<file path="config.mk">
export PLATFORM = sky130hd
export DESIGN_NAME = keypad_scan
export DESIGN_NICKNAME = d
export VERILOG_FILES = /design/src/rtl/keypad_scan.sv
export SDC_FILE = /design/constraint.sdc
export NUM_CORES = 1
export LEC_CHECK = 0
export CAP_MARGIN = 10
export CORE_ASPECT_RATIO = 2
export CORE_UTILIZATION = 43
export CTS_BUF_LIST = sky130_fd_sc_hd__clkbuf_4
export CTS_CLUSTER_DIAMETER = 120
export DETAILED_ROUTE_END_ITERATION = 10
export SLEW_MARGIN = 0
export SYNTH_ARGS = -nofsm -noshare
export SYNTH_HDL_FRONTEND = slang
export SYNTH_SLANG_ARGS = --single-unit
</file>
<file path="constraint.sdc">
create_clock -name clk -period 3.2 [get_ports clk]
set_input_delay 0.32 -clock clk [delete_from_list [all_inputs] [get_ports clk]]
set_output_delay 0.32 -clock clk [all_outputs]
set_load 0.01 [all_outputs]
</file>
<file path="src/rtl/keypad_scan.sv">
// rtl/keypad_scan.sv - 4x5 matrix keypad scanner with column sync and frame debounce
// Scans one row per SETTLE cycles; keys updates once a full frame repeats DEBOUNCE times.
module keypad_scan #(
  parameter int SETTLE   = 4,
  parameter int DEBOUNCE = 3
) (
  input  logic        clk,
  input  logic        rst,
  input  logic [4:0]  col,
  output logic [3:0]  row,
  output logic [19:0] keys,
  output logic        frame_done
);

  localparam int CW = $clog2(SETTLE);
  localparam int MW = $clog2(DEBOUNCE + 1);
  localparam logic [CW-1:0] CNT_LAST  = CW'(SETTLE - 1);
  localparam logic [MW-1:0] MATCH_MAX = MW'(DEBOUNCE);

  logic [4:0]    col_m;
  logic [4:0]    col_s;
  logic [1:0]    r;
  logic [CW-1:0] cnt;
  logic [19:0]   frame;
  logic [19:0]   frame_cap;
  logic [19:0]   cand;
  logic [MW-1:0] match_cnt;
  logic [MW-1:0] match_nxt;
  logic          capture;
  logic          frame_end;

  // frame_cap is the buffer with the current row's columns merged in, so at
  // row 3 it is already the complete new frame.
  always_comb begin
    capture   = (cnt == CNT_LAST);
    frame_end = capture && (r == 2'd3);
    frame_cap = frame;
    case (r)
      2'd0: frame_cap[4:0]   = col_s;
      2'd1: frame_cap[9:5]   = col_s;
      2'd2: frame_cap[14:10] = col_s;
      default: frame_cap[19:15] = col_s;
    endcase
    match_nxt = (match_cnt >= MATCH_MAX) ? MATCH_MAX : match_cnt + MW'(1);
  end

  always_ff @(posedge clk or posedge rst) begin
    if (rst) begin
      col_m      <= '0;
      col_s      <= '0;
      r          <= '0;
      cnt        <= '0;
      row        <= 4'b0001;
      frame      <= '0;
      cand       <= '0;
      match_cnt  <= MATCH_MAX;
      keys       <= '0;
      frame_done <= 1'b0;
    end else begin
      col_m      <= col;
      col_s      <= col_m;
      frame_done <= frame_end;

      if (capture) begin
        frame <= frame_cap;
        r     <= r + 2'd1;
        cnt   <= '0;
        row   <= {row[2:0], row[3]};
      end else begin
        cnt <= cnt + CW'(1);
      end

      // Any differing frame restarts the count; keys only follows a stable candidate.
      if (frame_end) begin
        if (frame_cap != cand) begin
          cand      <= frame_cap;
          match_cnt <= MW'(1);
          if (DEBOUNCE == 1) keys <= frame_cap;
        end else begin
          match_cnt <= match_nxt;
          if (match_nxt == MATCH_MAX) keys <= cand;
        end
      end
    end
  end

endmodule

</file>
==> impl_metrics.ini, run 1 <==
[worst_setup_path]
crit_fanout = 20
worstSetupStartpointType = flip-flop
worstPathArrival_ns = 3.12
endpoint_kind = flip-flop
worstPathRequired_ns = 3.54
crit_type = flip-flop to flip-flop
reg2regPathDepth = 10

[sta]
finalHoldViolCount = 0
finClkSkew_ns = 0.0154
fin_hold_ws_ns = 0.268
fin_crit_sh = 0.870
fin_crit_ns = 2.79
relSlewSlack = 0.528
tns_ns = 0
rsz0062_at_grt = false
maxSlewViolCount = 0
fmax_mhz = 359
setup_viol = 0
tightest_slew_ns = 0.707

[run]
maxCapViolations = 0

[synth]
syn_inst = 257
yosys_warnings = 0
syn-mean-instance-area_um2 = 13.8
synthesis.nets = 270
yosysSeqAreaShare = 0.573
synth.distinct_cells = 24
netlist_area_um2 = 3540
ys_ff_latch = 81

[global_route]
grt_antenna_before_repair = 1
grt_pass1_vias = 2106
grt_max_degree = 41
grt_pass1_wl_um = 10700
overflow = 0
track_usage = 0.175

[die]
dieWidth_um = 66.2
fp.coreArea_um2 = 7940
start_util = 0.446
io_pins = 32
die_h_um = 130
rows = 46
dieArea_um2 = 8630

[place]
hpwl_um = 4780
placed_cells = 381
io_buffers = 31
gp_congestion = 0.787

[power_and_ir_drop]
ir_worst_vdd_mv = 0.268
power_leakage_nw = 1.82
p_total_mw = 1.68
powerDensity_nw_per_um2 = 411

[hold_path]
worst_hold_path_type = input port to asynchronous set/reset pin

[cells_and_area]
multi_input_area_um2 = 1400
stdcell_count = 398
nets = 309
fillCellCount = 727
ff_latch_area_um2 = 2030
drive_gt1_frac = 0.239
syn_to_final_growth_pct = 15.1

[drt]
vias_per_cell = 5.18
dr.pass1.iters = 5
vias = 2061
wl_per_cell_um = 16.6
antenna_left = 0
drc = 0
drt-initial-drc-count = 92
wl_um = 6610

[cts]
clk_root_buffer_cell = clkbuf_4
clk_path_buf_depth = 2
cts-resized-gates = 0
clk_latency_ns = 0.45
cts.sinks = 81
clkSlewWorstSetupHoldPaths_ns = 0.12
htree_levels = 3
cts_setup_buffers = 0
cts_tree = yes
numCtsBuffers = 9
cts_hold_buf = 0

[run_status]
status = complete, no violations
[path summary, 6_finish.rpt]
kind | from | end | slack, ns
min in group clk | col[1] | col_m[1] | 0.29
max in group asynchronous | rst | match_cnt[0] | 2.13
setup / recovery | r[0] | keys[0] | 0.41
setup reg to reg | r[0] | keys[0] | 0.41
hold / removal | rst | col_s[1] | 0.27
hold reg to reg | col_m[2] | col_s[2] | 0.36
[synth_stat cells]
master / n / area share
mux2i_2: 2 / 0.0078
a21oi_1: 6 / 0.0085
clkbuf_1: 6 / 0.0064
mux2_2: 20 / 0.064
nor2_1: 9 / 0.0095
and2_1: 1 / 0.0018
mux2i_1: 18 / 0.051
mux2_4: 20 / 0.085
and3_1: 1 / 0.0018
buf_6: 6 / 0.019
dfstp_2: 3 / 0.022
nand4_2: 1 / 0.0035
ha_1: 6 / 0.021
a31oi_1: 1 / 0.0018
nor4_1: 3 / 0.0053
buf_2: 2 / 0.0028
xnor2_1: 12 / 0.030
o22a_1: 20 / 0.049
o21ai_0: 1 / 0.0014
xor2_1: 9 / 0.022
dfrtp_1: 78 / 0.55
nand4_1: 2 / 0.0035
inv_1: 4 / 0.0042
nand2_1: 26 / 0.028
[layout by cell type, fill, tap and decap left out, drive strengths merged, types with 2 or more instances in the layout]
cell type | synthesis | layout
nor4 | 3 | 3
inv | 4 | 3
o22a | 20 | 20
clkinv | 0 | 6
clkinvlp | 0 | 2
mux2 | 40 | 40
ha | 6 | 6
nor2 | 9 | 9
clkdlybuf4s50 | 0 | 31
xnor2 | 12 | 12
nand4 | 3 | 3
mux2i | 20 | 20
clkbuf | 6 | 9
buf | 8 | 11
xor2 | 9 | 9
nand2 | 26 | 26
a21oi | 6 | 6
dfstp | 3 | 3
dfrtp | 78 | 78
[critical path, cell delays in order, from the launching register on]
cell,delay [ns]
dfrtp_1,0.44
inv_1,0.11
ha_1,0.38
mux2i_1,0.32
xnor2_1,0.09
nor4_1,0.27
buf_4,0.15
and3_1,0.20
nand4_2,0.12
buf_4,0.26
mux2_4,0.33
[final cells by class]
cell class | instances | share of cell area
tap | 96 | 0.0295
multi-input combinational | 158 | 0.343
timing repair buffer | 42 | 0.0994
clock inverter | 7 | 0.00921
clock buffer | 9 | 0.0166
sequential | 81 | 0.498
inverter | 4 | 0.00399
antenna | 1 | 0.000614
[kinds of logic after synthesis]
logic type / synth area share
xor gates and xnor gates: 0.0519
buffers and inverters: 0.0325
DFF: 0.573
adders and majority gates: 0.0212
AOI/OAI and AO/OA: 0.0611
and+or+nand+nor: 0.0530
muxes: 0.207
[per-layer routing]
| layer | vias to the layer above | global-route usage | routed length (um) |
|---|---|---|---|
| met5 | - | 0 | 0 |
| met4 | 0 | 0.0964 | 211 |
| met3 | 17 | 0.0524 | 212 |
| met2 | 37 | 0.300 | 3550 |
| met1 | 1033 | 0.188 | 2630 |
| li1 | 974 | - | - |
[sequential cells by signal, summed over array words and instances (netlist names)]
signal	cells
cand	20
cnt	2
col_m	5
col_s	5
frame	20
frame_done	1
keys	20
match_cnt	2
r	2
row	4
[power breakdown]
group	switching, mW	total [mW]	internal (mW)	leakage, nW
Sequential	0.0294	1.08	1.06	1.00
Clock	0.344	0.494	0.150	0.0566
Combinational	0.0493	0.0977	0.0484	0.765
[metrics by stage]
step                utilization  instance area (um2)  worst slack, ns
finish                    0.513                 4080            0.414
global route              0.513                 4080            0.191
CTS                       0.513                 4070            0.393
detailed placement        0.500                 3970            0.402
global placement          0.500                 3970            0.470
floorplan                     -                 3540            0.805
Power figures use the tool's default switching activity.
==> run 2, diff against run 1 <==
--- a/config.mk
+++ b/config.mk
@@ -11,6 +11,7 @@
 export CTS_BUF_LIST = sky130_fd_sc_hd__clkbuf_4
 export CTS_CLUSTER_DIAMETER = 120
 export DETAILED_ROUTE_END_ITERATION = 10
+export REMOVE_ABC_BUFFERS = 1
 export SLEW_MARGIN = 0
 export SYNTH_ARGS = -nofsm -noshare
 export SYNTH_HDL_FRONTEND = slang
==> run 2 against run 1 <==
Compared with the run above: die area did not move; flip-flop and latch count did not move; final cell count did not move; sequential share of layout area down 0.35 points; first-iteration DRC count is 120% higher; cell area rose by 0.71%; register-to-register slack gained 0.03 ns; clock power rose by 20%; worst setup slack better by 0.032 ns; clock skew grew 0.0027 ns; maximum frequency is 1.2% higher; routed wire length is 2.0% lower.
==> impl_metrics.ini, run 2 (same netlist as run 1, synthesis figures left out) <==
[cells_and_area]
largestRegisters = cand: 20 flops, frame: 20 flops, keys: 20 flops
final_common_cell = dfrtp_1
finish.utilization = 0.517
fillCellCount = 724
nets = 309
drive_gt1_frac = 0.243
mostFrequentLayoutCells = dfrtp_1, clkdlybuf4s50_1, nand2_1
syn_to_final_growth_pct = 15.9

[global_route]
grt_pass1_vias = 2129
grt_antenna_before_repair = 1
grt_max_degree = 82
track_usage = 0.171
overflow = 0
grt_pass1_wl_um = 10600

[sta]
fmax_mhz = 363
fin_crit_ns = 2.75
finClkSkew_ns = 0.0180
tns_ns = 0
finalHoldViolCount = 0
fin_crit_sh = 0.860
tightest_slew_ns = 0.395
setup_viol = 0
maxSlewViolCount = 0
relSlewSlack = 0.729
rsz0062_at_grt = false

[cts]
htree_levels = 3
numCtsBuffers = 9
cts_setup_buffers = 0
cts.sinks = 81
clkSlewWorstSetupHoldPaths_ns = 0.12
clk_path_buf_depth = 2
clk_root_buffer_cell = clkbuf_4
cts_tree = yes
cts-resized-gates = 0
clk_latency_ns = 0.44
cts_hold_buf = 0

[worst_setup_path]
endpoint_kind = flip-flop
crit_chain = inv_1 > ha_1 > buf_4 > mux2i_1 > xnor2_1 > nor4_1 > and3_1 > nand4_2 > buf_4 > mux2_4
r2r_end = keys[15]
reg2reg_setup_slack_ns = 0.45
crit_type = flip-flop to flip-flop
cpMostUsedCell = buf_4
r2r-start = r[0]
reg2regPathDepth = 10
crit_fanout = 20
slowest_stage = dfrtp_1
cpLargestDelayFamily = multiplexers
worstSetupStartpointType = flip-flop
cp_num_cells = 10
crit_end = keys[15]
setup.worst_path.start = r[0]
path_buf_inv = 3
worstPathRequired_ns = 3.53
worstPathArrival_ns = 3.08
slowest_delay_ns = 0.46

[drt]
drt-initial-drc-count = 200
vias = 2034
antenna_left = 0
drc = 0
wl_per_cell_um = 16.3
dr.pass1.iters = 3
vias_per_cell = 5.11
wl_um = 6480

[die]
rows = 46
fp.coreArea_um2 = 7940
dieWidth_um = 66.2
dieArea_um2 = 8630
die_h_um = 130
start_util = 0.446
io_pins = 32

[power_and_ir_drop]
powerDensity_nw_per_um2 = 431
ir_worst_vdd_mv = 0.249
power_leakage_nw = 1.85

[hold_path]
worst_hold_path_type = input port to asynchronous set/reset pin

[place]
io_buffers = 31
gp_congestion = 0.725
hpwl_um = 4630

[run_status]
status = complete, no violations

[run]
maxCapViolations = 0
==> run 2: metal layers <==
layer | vias to the layer above | share of wire | GRT usage
li1 | 975 | - | -
met1 | 1019 | 0.42 | 0.198
met2 | 28 | 0.53 | 0.289
met3 | 12 | 0.017 | 0.0236
met4 | 0 | 0.031 | 0.113
met5 | - | 0 | 0
==> run 2: worst min path at each step <==
stage | cells past startpoint | slack, ns | startpoint | end
after floorplan | 0 | 0.33 | col_m[0] | col_s[0]
after global placement | 0 | 0.33 | col_m[3] | col_s[3]
after detailed placement | 0 | 0.33 | col_m[2] | col_s[2]
after CTS | 3 | 0.28 | rst | col_m[3]
after global routing | 3 | 0.29 | rst | cand[4]
final | 3 | 0.28 | rst | frame[0]
==> run 2: layout make-up <==
| cell class | count | area, um2 | area share |
|---|---|---|---|
| sequential | 81 | 2030 | 0.495 |
| multi-input combinational | 158 | 1400 | 0.340 |
| timing repair buffer | 42 | 405 | 0.0988 |
| tap | 96 | 120 | 0.0293 |
| clock buffer | 12 | 90.1 | 0.0219 |
| clock inverter | 4 | 43.8 | 0.0107 |
| inverter | 4 | 16.3 | 0.00396 |
| antenna | 1 | 2.50 | 0.000610 |
==> run 2: through the flow <==
step | cells | area (um2) | power [mW] | hold slack, ns | worst slack, ns
5_1_grt | 398 | 4110 | 1.85 | 0.292 | 0.286
3_3_place_gp | 381 | 3970 | 1.20 | 0.332 | 0.426
3_5_place_dp | 381 | 3970 | 1.20 | 0.335 | 0.453
4_1_cts | 397 | 4100 | 1.80 | 0.279 | 0.417
6_report | 398 | 4110 | 1.77 | 0.279 | 0.447
2_1_floorplan | 243 | 3440 | 1.17 | 0.331 | 0.349
==> run 2: worst reg2reg max path, delay by kind of cell (launching register included) <==
| kind | cells | cell delay (ns) |
|---|---|---|
| DFF | 1 | 0.46 |
| buffers and inverters | 3 | 0.55 |
| adders and majority gates | 1 | 0.25 |
| muxes | 2 | 0.65 |
| and+or+nand+nor | 3 | 0.59 |
| xor gates and xnor gates | 1 | 0.13 |
==> run 2: report_power, final <==
part	switching, mW	total (mW)	internal [mW]
Clock	0.331	0.592	0.260
Sequential	0.0284	1.08	1.06
Combinational	0.0464	0.0944	0.0479
Total	0.406	1.77	1.36
==> run 3, diff against run 2 <==
--- a/config.mk
+++ b/config.mk
@@ -11,6 +11,7 @@
 export CTS_BUF_LIST = sky130_fd_sc_hd__clkbuf_4
 export CTS_CLUSTER_DIAMETER = 120
 export DETAILED_ROUTE_END_ITERATION = 10
+export PLACE_DENSITY = 0.58
 export REMOVE_ABC_BUFFERS = 1
 export SLEW_MARGIN = 0
 export SYNTH_ARGS = -nofsm -noshare
==> run 3 against run 2 <==
Compared with the run above: clock power down 4.4%; die area unchanged; register-to-register slack worse by 0.02 ns; cell area down 0.34%; final cell count decreased by 0.50%; flip-flop and latch count is the same; worst setup slack worse by 0.021 ns; maximum frequency fell by 0.76%; largest power group unchanged.
==> impl_metrics.ini, run 3 (same netlist as run 1, synthesis figures left out) <==
[run_status]
status = complete, no violations

[drt]
wl_um = 6440
antenna_left = 0
drc = 0
vias = 1996
wl_per_cell_um = 16.3
vias_per_cell = 5.04
dr.pass1.iters = 4
drt-initial-drc-count = 97

[place]
placed_cells = 380
gp_congestion = 0.719
io_buffers = 31
hpwl_um = 4800
post-place-ws_ns = 0.405

[sta]
finalWorstSetupSlack_ns = 0.426
tightest_slew_ns = 0.604
finClkSkew_ns = 0.0121
finalHoldViolCount = 0
relSlewSlack = 0.597
setup_viol = 0
fmax_mhz = 360
tns_ns = 0
maxSlewViolCount = 0
fin_crit_sh = 0.867
rsz0062_at_grt = false
fin_crit_ns = 2.77

[worst_setup_path]
worstPathRequired_ns = 3.52
cpMostUsedCell = buf_4
crit_fanout = 20
reg2regPathDepth = 9
slowest_stage = dfrtp_1
worstSetupStartpointType = flip-flop
cpLargestDelayFamily = simple AND/OR/NAND/NOR gates
endpoint_kind = flip-flop
crit_chain = ha_1 > buf_4 > mux2i_2 > xnor2_1 > nor4_1 > and3_1 > nand4_2 > buf_4 > mux2_4
r2r-start = r[0]
slowest_delay_ns = 0.46
path_buf_inv = 2
reg2reg_setup_slack_ns = 0.43
r2r_end = keys[0]
worstPathArrival_ns = 3.09
crit_type = flip-flop to flip-flop

[cells_and_area]
final_common_cell = dfrtp_1
nets = 308
stdcell_count = 396
multi_input_area_um2 = 1400
fillCellCount = 742
largestRegisters = cand: 20 flops, frame: 20 flops, keys: 20 flops
syn_to_final_growth_pct = 15.5
finish.utilization = 0.515
mostFrequentLayoutCells = dfrtp_1, clkdlybuf4s50_1, nand2_1
drive_gt1_frac = 0.241
ff_latch_area_um2 = 2030

[die]
io_pins = 32
dieArea_um2 = 8630
start_util = 0.446
dieWidth_um = 66.2
rows = 46
fp.coreArea_um2 = 7940
die_h_um = 130

[run]
maxCapViolations = 0

[cts]
clkSlewWorstSetupHoldPaths_ns = 0.12
clk_root_buffer_cell = clkbuf_4
cts_hold_buf = 0
cts_tree = yes
cts.sinks = 81
htree_levels = 3
cts-resized-gates = 0
clk_latency_ns = 0.43
clk_path_buf_depth = 2
numCtsBuffers = 9
cts_setup_buffers = 0

[power_and_ir_drop]
power_leakage_nw = 1.84
powerDensity_nw_per_um2 = 426
ir_worst_vdd_mv = 0.241

[global_route]
grt_pass1_wl_um = 10600
grt_pass1_vias = 2049
overflow = 0
track_usage = 0.174
grt_antenna_before_repair = 1
grt_max_degree = 49

[hold_path]
worst_hold_path_type = input port to asynchronous set/reset pin
## run 3: cell count changes in the layout (fill, tap and decap cells not counted), sizes merged
cell | before | now
buf | 11 | 10
clkbuf | 12 | 11
## run 3: power breakdown
part           switching (mW)  internal [mW]  total [mW]
registers              0.0280           1.06        1.08
clock network           0.317          0.248       0.566
logic                  0.0466         0.0479      0.0944
total                   0.392           1.35        1.74
## run 3: routing by layer
layer	routed length (um)	share of wire	up-vias	global-route usage
li1	-	-	981	-
met1	2600	0.40	976	0.194
met2	3540	0.55	28	0.294
met3	160	0.025	11	0.0498
met4	140	0.022	0	0.0939
met5	0	0	-	0
## run 3: worst reg2reg max path, delay by kind of cell, from the launching register on
family	cells	cell delay, ns
fa+ha+maj	1	0.36
flops	1	0.46
simple gates	3	0.68
buf+inv	2	0.47
xor+xnor	1	0.10
mux	2	0.61
## run 3: worst max-delay path by stage
| stage | start | to | slack (ns) | cells after the start |
|---|---|---|---|---|
| global route | r[0] | keys[12] | 0.22 | 9 |
| finish | r[0] | keys[0] | 0.43 | 9 |
| floorplan | r[0] | keys[0] | 0.35 | 8 |
| CTS | r[0] | keys[0] | 0.39 | 9 |
| detailed placement | r[0] | keys[2] | 0.41 | 9 |
| global placement | r[0] | keys[2] | 0.45 | 9 |
## run 3: final cells by class
cell class,instances,share of cell area
Sequential cell,81,0.496
Multi-Input combinational cell,158,0.341
Timing Repair Buffer,41,0.0972
Tap cell,96,0.0294
Clock buffer,11,0.0202
Clock inverter,4,0.0110
Inverter,4,0.00398
Antenna cell,1,0.000612
## run 3: metrics by stage
stage          hold WS (ns)  power (mW)  area, um2
2_1_floorplan         0.331        1.17       3440
3_3_place_gp          0.333        1.20       3960
3_5_place_dp          0.336        1.20       3960
4_1_cts               0.253        1.77       4090
5_1_grt               0.271        1.84       4090
6_report              0.253        1.74       4090
